**src/rtl/ras_predecode.sv**
```systemverilog
`timescale 1ns/1ps
`default_nettype none
// ============================================================================
// Module : ras_predecode
// Desc   : Classifies fetched RV32 instructions as call / return / swap, issues
//          return-address-stack push/pop and forwards predictions to decode.
// Rev    : 1.0 - initial release
// ============================================================================
module ras_predecode #(
  parameter int WIDTH = 32,
  parameter int ILEN  = 32
) (
  input  logic             clk,
  input  logic             rst_i,
  input  logic             in_valid,
  output logic             in_ready,
  input  logic [WIDTH-1:0] in_pc,
  input  logic [ILEN-1:0]  in_instr,
  input  logic             flush,
  output logic             ras_push,
  output logic             ras_pop,
  output logic [WIDTH-1:0] ras_din,
  input  logic [WIDTH-1:0] ras_dout,
  input  logic             ras_empty,
  output logic             out_valid,
  input  logic             out_ready,
  output logic [WIDTH-1:0] out_pc,
  output logic [ILEN-1:0]  out_instr,
  output logic             out_is_ret,
  output logic [WIDTH-1:0] out_target,
  output logic             out_target_valid
);

  localparam logic [6:0]       c_op_jal   = 7'b1101111;
  localparam logic [6:0]       c_op_jalr  = 7'b1100111;
  localparam logic [WIDTH-1:0] c_pc_step  = WIDTH'(4);

  function automatic logic is_link(input logic [4:0] r);
    return (r == 5'd1) || (r == 5'd5);
  endfunction

  // Decode of the incoming instruction
  logic [6:0] w_opcode;
  logic [4:0] w_rd;
  logic [4:0] w_rs1;
  logic [2:0] w_funct3;
  logic       w_rd_link;
  logic       w_rs1_link;
  logic       w_is_jal;
  logic       w_is_jalr;
  logic       w_push_cls;
  logic       w_pop_cls;

  always_comb begin
    w_opcode   = in_instr[6:0];
    w_rd       = in_instr[11:7];
    w_funct3   = in_instr[14:12];
    w_rs1      = in_instr[19:15];
    w_rd_link  = is_link(w_rd);
    w_rs1_link = is_link(w_rs1);
    w_is_jal   = (w_opcode == c_op_jal);
    w_is_jalr  = (w_opcode == c_op_jalr) && (w_funct3 == 3'b000);
    w_push_cls = (w_is_jal || w_is_jalr) && w_rd_link;
    // rd == rs1 with both link registers is a plain call, not a swap
    w_pop_cls  = w_is_jalr && w_rs1_link && (!w_rd_link || (w_rd != w_rs1));
  end

  // Stage A
  logic             r_a_valid;
  logic             r_a_new;
  logic [WIDTH-1:0] r_a_pc;
  logic [ILEN-1:0]  r_a_instr;
  logic             r_a_push;
  logic             r_a_pop;
  logic [WIDTH-1:0] r_a_target;
  logic             r_a_tv;

  // Stage B
  logic             r_b_valid;
  logic [WIDTH-1:0] r_b_pc;
  logic [ILEN-1:0]  r_b_instr;
  logic             r_b_is_ret;
  logic [WIDTH-1:0] r_b_target;
  logic             r_b_tv;

  logic             w_a_adv;
  logic             w_in_ready;
  logic             w_fire;
  logic [WIDTH-1:0] w_a_target;
  logic             w_a_tv;

  always_comb begin
    w_a_adv    = !r_b_valid || out_ready;
    w_in_ready = !flush && (!r_a_valid || w_a_adv);
    w_fire     = in_valid && w_in_ready;
    // ras_dout is only the pre-pop top during A's first cycle; afterwards use the captured copy
    w_a_target = (r_a_new && r_a_pop) ? ras_dout : r_a_target;
    w_a_tv     = r_a_new ? (r_a_pop && !ras_empty) : r_a_tv;
  end

  always_ff @(posedge clk or posedge rst_i) begin
    if (rst_i) begin
      r_a_valid  <= 1'b0;
      r_a_new    <= 1'b0;
      r_a_pc     <= '0;
      r_a_instr  <= '0;
      r_a_push   <= 1'b0;
      r_a_pop    <= 1'b0;
      r_a_target <= '0;
      r_a_tv     <= 1'b0;
    end else if (flush) begin
      r_a_valid  <= 1'b0;
      r_a_new    <= 1'b0;
    end else if (w_fire) begin
      r_a_valid  <= 1'b1;
      r_a_new    <= 1'b1;
      r_a_pc     <= in_pc;
      r_a_instr  <= in_instr;
      r_a_push   <= w_push_cls;
      r_a_pop    <= w_pop_cls;
    end else if (r_a_valid && w_a_adv) begin
      r_a_valid  <= 1'b0;
      r_a_new    <= 1'b0;
    end else begin
      r_a_new    <= 1'b0;
      r_a_target <= w_a_target;
      r_a_tv     <= w_a_tv;
    end
  end

  always_ff @(posedge clk or posedge rst_i) begin
    if (rst_i) begin
      r_b_valid  <= 1'b0;
      r_b_pc     <= '0;
      r_b_instr  <= '0;
      r_b_is_ret <= 1'b0;
      r_b_target <= '0;
      r_b_tv     <= 1'b0;
    end else if (flush) begin
      r_b_valid  <= 1'b0;
    end else if (w_a_adv) begin
      r_b_valid  <= r_a_valid;
      if (r_a_valid) begin
        r_b_pc     <= r_a_pc;
        r_b_instr  <= r_a_instr;
        r_b_is_ret <= r_a_pop;
        r_b_target <= w_a_target;
        r_b_tv     <= w_a_tv;
      end
    end
  end

  // Stack ops are issued only in A's first cycle so a stall never repeats them
  assign ras_push         = r_a_new && r_a_push && !flush;
  assign ras_pop          = r_a_new && r_a_pop && !flush;
  assign ras_din          = r_a_pc + c_pc_step;
  assign in_ready         = w_in_ready;
  assign out_valid        = r_b_valid;
  assign out_pc           = r_b_pc;
  assign out_instr        = r_b_instr;
  assign out_is_ret       = r_b_is_ret;
  assign out_target       = r_b_target;
  assign out_target_valid = r_b_tv;

endmodule
`default_nettype wire

```
**config.mk**
```make
export PLATFORM = sky130hd
export DESIGN_NAME = ras_predecode
export DESIGN_NICKNAME = d
export VERILOG_FILES = /design/src/rtl/ras_predecode.sv
export SDC_FILE = /design/constraint.sdc
export NUM_CORES = 1
export LEC_CHECK = 0
export ABC_AREA = 1
export CORE_MARGIN = 5
export CORE_UTILIZATION = 50
export CTS_BUF_LIST = sky130_fd_sc_hd__clkbuf_4 sky130_fd_sc_hd__clkbuf_8
export CTS_CLUSTER_DIAMETER = 200
export DETAILED_ROUTE_END_ITERATION = 10
export HOLD_SLACK_MARGIN = 0.15
export PLACE_DENSITY_LB_ADDON = 0.12
export SLEW_MARGIN = 5
export SYNTH_ARGS = -nofsm -noshare
export SYNTH_HDL_FRONTEND = slang
export SYNTH_SLANG_ARGS = --single-unit
```
**constraint.sdc**
```tcl
create_clock -name clk -period 9.4 [get_ports clk]
set_input_delay 1.41 -clock clk [delete_from_list [all_inputs] [get_ports clk]]
set_output_delay 1.41 -clock clk [all_outputs]
set_load 0.05 [all_outputs]
```
==> metrics, run 1 <==
status=finished clean; Area Overhead vs Synth=32.2%; fill cell count=1559; vias in the first global route=7684; max incr delay on CP=790 ps; synth cell count leaders=nand2_1 (680), dfrtp_1 (200), nor2_1 (55); hold buffers post-CTS=0; pins over their slew limit=0; number of synthesized flops with an enable pin=0; Post-DRT Antenna Nets=0; final net count=1451; CP required=7990 ps; met3 WL=2060 µm; critical path, cell by cell=clkdlybuf4s50_1, inv_2, nand2_1, inv_1, clkdlybuf4s50_1; TritonCTS clock tree=yes; Clk Latency, worst-skew pair=470 ps; Data arrival, critical path=3040 ps; largest family of logic cells by synthesized area=simple AND/OR/NAND/NOR gates; first-pass GRT wire length=roughly 40000 µm; CTS max path bufs=2; drt initial violations=441; ranking of synthesized cells by area=dfrtp_1 (57%), nand2_1 (29%), o21ai_0 (3.1%), nor2_1 (2.3%), buf_2 (1.9%); peak supply drop=0.137 mV; full die area=20400 µm²; RSZ-0062 raised after global routing=no; Worst-Margin Slew=1070 ps; final setup vio count=0; core box area=17300 µm²; most frequent CP cell=clkdlybuf4s50_1; Overall Global Routing Usage=24.1%; WP buf/inv=4; Netlist cell types=24; setup TNS=0 ps; grt total ovfl=0; Final Instance Area=11700 µm²; CTS buffer count=17; max cap viols=0; share of cells above drive strength 1=3.82%; synthesized area=8830 µm²; Placer Congestion=around 0.9; # IOs=236; crit path max fanout=5; Synth Instances=1136; # port buffers=235; r2r setup slk=just under 7000 ps; Fmax=225 MHz; crit path kind=in -> out; PnR Total Power=2.92 mW; clk_skew=11.5 ps; placed wire-length estimate=16600 µm; Syn Nets=1239; Worst Hold Slack=479 ps; Remaining DRCs=0; FFs w/ async S/R, synth=100%; Placed Area=11300 µm²; DRT Pass-1 Iters=5; row count=48; post-synthesis mux area share=0%; post-CTS sizing=0; met2 routed WL=roughly 11000 µm; compound-cell area share of the yosys netlist=3.35%; initial core utilization=between 50% and 60%; ant diodes=0; Synth Area in Simple Gates=33.5%; final worst-path cycle share=47.3%; Critical Path End Type=output port; fin util=67.4%; routed via count=roughly 7800; register bit total from synthesis=200; wire per inst=between 15 and 20 µm; count leader, synth=nand2_1; post-synth top area share=56.7%; Synth area leader=dfrtp_1; TritonCTS Sinks=200; final hold vios=0; H-tree Lvls=4; Root Buffer=clkbuf_8; highest routed layer=met4; Hold Path Class=reg -> reg; Mean Syn Cell Area=7.77 µm²; register area share after synthesis=~57%; post-synthesis xor/xnor area fraction=between 1 and 1.5%; Die W=roughly 140 µm; Main synth FF type=dfrtp_1; DR vias/cell=4.90; power per standard cell area=about 250 nW/µm²; YS warnings=0; headroom to the max-slew limit=28.6%; Metal-1 WL=10500 µm; largest net degree at the start of global routing=138; Pleak=5.88 nW; Max stage delay cell, worst path=clkdlybuf4s50_1; buffers inserted by post-CTS timing repair=0; drt total wl=24000 µm; synthesized-area fraction occupied by adder cells=less than 1%; clock slew at reported path FFs=110 ps; fin crit period=4450 ps; Die Height=143 µm; crit path launch type=primary input; antenna violations before repair=0; Top delay family on crit path=buffers and inverters
==> cell usage in the layout, fill, tap and decap left out, types with 2 or more instances in the layout <==
cell,instances
a21oi_1,4
buf_4,6
clkbuf_8,18
clkdlybuf4s50_1,235
clkinv_4,3
dfrtp_1,200
inv_1,40
inv_2,4
inv_6,5
inv_8,4
nand2_1,680
nand3_1,19
nand3_2,2
nor2_1,55
nor2_2,4
nor3_1,3
o21ai_0,54
xor2_1,14
==> path summary, 6_finish.rpt <==
path / start / to / depth (start not counted)
min: r_a_instr[6] / out_instr[6] / 2
max reg2reg: r_a_valid / r_a_target[15] / 7
min reg2reg: r_a_instr[6] / out_instr[6] / 2
max in group asynchronous: rst_i / r_a_target[8] / 3
min in group asynchronous: rst_i / out_instr[10] / 2
max: flush / in_ready / 5
==> through the flow <==
stage / setup WS (ps) / std cells
after detailed placement: 4960 / 1554
after global routing: 4890 / 1586
after CTS: 4950 / 1586
after floorplan: 2540 / 1136
after global placement: 4960 / 1554
final: 4950 / 1586
==> cells by family (layout without fill, tap and decap cells) <==
logic type	count (synthesis)	count (layout)
simple gates	768	768
flops	200	200
buf+inv	93	318
compound gates	59	59
xor+xnor	15	15
fa+ha+maj	1	1
==> routing by layer <==
| metal | GRT usage, % | vias to the layer above |
|---|---|---|
| met5 | 0 | - |
| met4 | 6.00 | 0 |
| met3 | 7.07 | 22 |
| met2 | 38.2 | 231 |
| met1 | 32.9 | 3640 |
| li1 | - | 3886 |
==> where the power goes <==
group | total [mW] | leakage, nW | switching [mW] | internal [mW]
Combinational | 1.17 | 3.11 | 0.791 | 0.382
Sequential | 1.19 | 2.57 | 0.126 | 1.06
Clock | 0.559 | 0.208 | 0.329 | 0.230
==> worst reg2reg max path, stage by stage (launching register included) <==
cell	delay (ps)
dfrtp_1	450
nand3_2	130
nand3_2	70
buf_4	450
nand2_2	580
inv_2	680
nand2_1	140
nand2_1	100
==> flip-flops by register name, indices dropped and copies added (netlist names), 32 cells and up <==
register,cells
out_instr,32
r_a_instr,32
out_target,32
out_pc,32
r_a_target,32
r_a_pc,32
==> area by class of cell <==
| cell class | count | area, µm² | share of cell area (%) |
|---|---|---|---|
| inverter | 45 | 176 | 1.51 |
| tap | 225 | 282 | 2.41 |
| timing repair buffer | 241 | 2400 | 20.6 |
| clock inverter | 14 | 155 | 1.33 |
| sequential | 200 | 5000 | 42.9 |
| clock buffer | 18 | 248 | 2.12 |
| multi-input combinational | 843 | 3400 | 29.2 |
(Power assumes the default switching activity.)
==> run 2, diff against run 1 <==
- clock period: 9.4 -> 4.53 ns (I/O delays scaled with it)
==> metrics, run 2 (synthesized netlist as in run 1, its figures left out) <==
cells on worst reg2reg path=6 (was 7); fill cell count=1479 (was 1559); peak supply drop=0.302 mV (was 0.137 mV); Root Buffer=clkbuf_8 (unchanged); H-tree Lvls=4 (unchanged); fin crit period=between 3000 and 4000 ps; clock slew at reported path FFs=100 ps (was 110 ps); headroom to the max-slew limit=29.7% (was 28.6%); Worst-Margin Slew=1050 ps (was 1070 ps); r2r setup slk=2220 ps (was 6750 ps); full die area=20400 µm² (unchanged); # port buffers=235 (unchanged); setup TNS=0 ps (unchanged); final hold vios=0 (unchanged); share of cells above drive strength 1=3.82% (unchanged); initial core utilization=51.0% (unchanged); area of the multi-input gates=3400 µm² (unchanged); Die W=143 µm (unchanged); power per standard cell area=513 nW/µm² (was 250 nW/µm²); grt total ovfl=0 (unchanged); placed wire-length estimate=16300 µm (was 16600 µm); largest net degree at the start of global routing=201 (was 138); CTS max path bufs=2 (unchanged); fin util=67.5% (was 67.4%); Sequential Area=5000 µm² (unchanged); Hold Startpoint=r_a_instr[2] (was r_a_instr[6]); clk_skew=18.2 ps (was 11.5 ps); drt initial violations=388 (was 441); final worst-path cycle share=77.7%; final net count=1452 (was 1451); Remaining DRCs=0 (unchanged); crit path max fanout=5 (unchanged); wire per inst=14.9 µm (was 15.1 µm); TritonCTS clock tree=yes (unchanged); pins over their slew limit=0 (unchanged); CTS buffer count=17 (unchanged); Fmax=284 MHz; hold worst-path end=out_instr[2] (was out_instr[6]); max cap viols=0 (unchanged); Placed Area=11300 µm² (about the same); post-CTS sizing=0 (unchanged); DR vias/cell=4.90 (about the same); crit path kind=reg -> out (was in -> out); row count=48 (unchanged); worst r2r dst=out_pc[4] (was r_a_target[15]); ant diodes=0 (unchanged); vias in the first global route=7434 (was 7684); antenna violations before repair=1 (was 0); final setup vio count=0 (unchanged); RSZ-0062 raised after global routing=no (unchanged); # IOs=236 (unchanged); Die Height=143 µm (unchanged); Data arrival, critical path=2840 ps (was 3040 ps); Post-DRT Antenna Nets=0 (unchanged); Overall Global Routing Usage=23.5% (was 24.1%); status=finished clean (unchanged); core box area=17300 µm² (unchanged); Final Instance Area=11700 µm² (about the same); first-pass GRT wire length=38200 µm (was 39000 µm); PnR Total Power=5.99 mW (was 2.92 mW); Area Overhead vs Synth=32.2% (about the same); Pleak=5.87 nW (was 5.88 nW); crit path launch type=register (was primary input); most common cell after layout, fill and taps aside=nand2_1 (unchanged); DRT Pass-1 Iters=5 (unchanged); routed via count=7777 (was 7779); reg-to-reg startpoint=out_valid (was r_a_valid); Critical Path End Type=output port (unchanged); CP required=3850 ps (was 7990 ps); TritonCTS Sinks=200 (unchanged); Hold Path Depth=2 (unchanged); Hold Path Class=reg -> reg (unchanged); Placer Congestion=0.917 (was 0.910); Clk Latency, worst-skew pair=460 ps (was 470 ps); drt total wl=23600 µm (was 24000 µm); hold buffers post-CTS=0 (unchanged); buffers inserted by post-CTS timing repair=0 (unchanged); most frequent cells in the layout=nand2_1 (680), clkdlybuf4s50_1 (235), dfrtp_1 (200) (unchanged)
-- run 2: worst max-delay path by stage --
stage	from	endpoint	slack (ps)	depth (start not counted)
5_1_grt	r_a_pc[3]	ras_din[12]	780	7
4_1_cts	r_a_pc[3]	ras_din[12]	980	7
3_5_place_dp	flush	out_instr[29]	1450	7
2_1_floorplan	rst_i	out_instr[0]	1260	1
3_3_place_gp	out_ready	out_pc[4]	1460	8
6_report	r_a_pc[3]	ras_din[12]	1010	7
-- run 2: layout make-up --
type	count	share of cell area [%]
clock buffer	18	2.12
clock inverter	13	1.14
inverter	45	1.48
multi-input combinational	843	29.1
sequential	200	42.9
tap	225	2.41
timing repair buffer	242	20.8
-- run 2: metrics by stage --
step,setup WS [ps],hold WS [ps],instances
floorplan,1260,442,1136
global placement,1460,447,1555
detailed placement,1450,452,1555
CTS,976,467,1586
global route,783,485,1586
finish,1010,473,1586
-- run 2: power by group --
group / switching [mW] / internal [mW]
logic: 1.63 / 0.796
registers: 0.266 / 2.20
clock network: 0.675 / 0.420
-- run 2: critical path, cell delays in order, from the launching register on --
cell             delay [ps]
dfrtp_1                 430
ha_1                    280
nand2_1                  70
nor2_1                  220
nand2_1                 200
nor2_2                  190
xor2_1                  160
clkdlybuf4s50_1         830
-- run 2: per-layer routing --
layer	GRT usage (%)	vias up	part of all wire, %
met5	0	-	0.055
met4	5.55	2	1.1
met3	6.26	26	7.7
met2	37.9	233	47
met1	32.2	3638	45
li1	-	3878	-
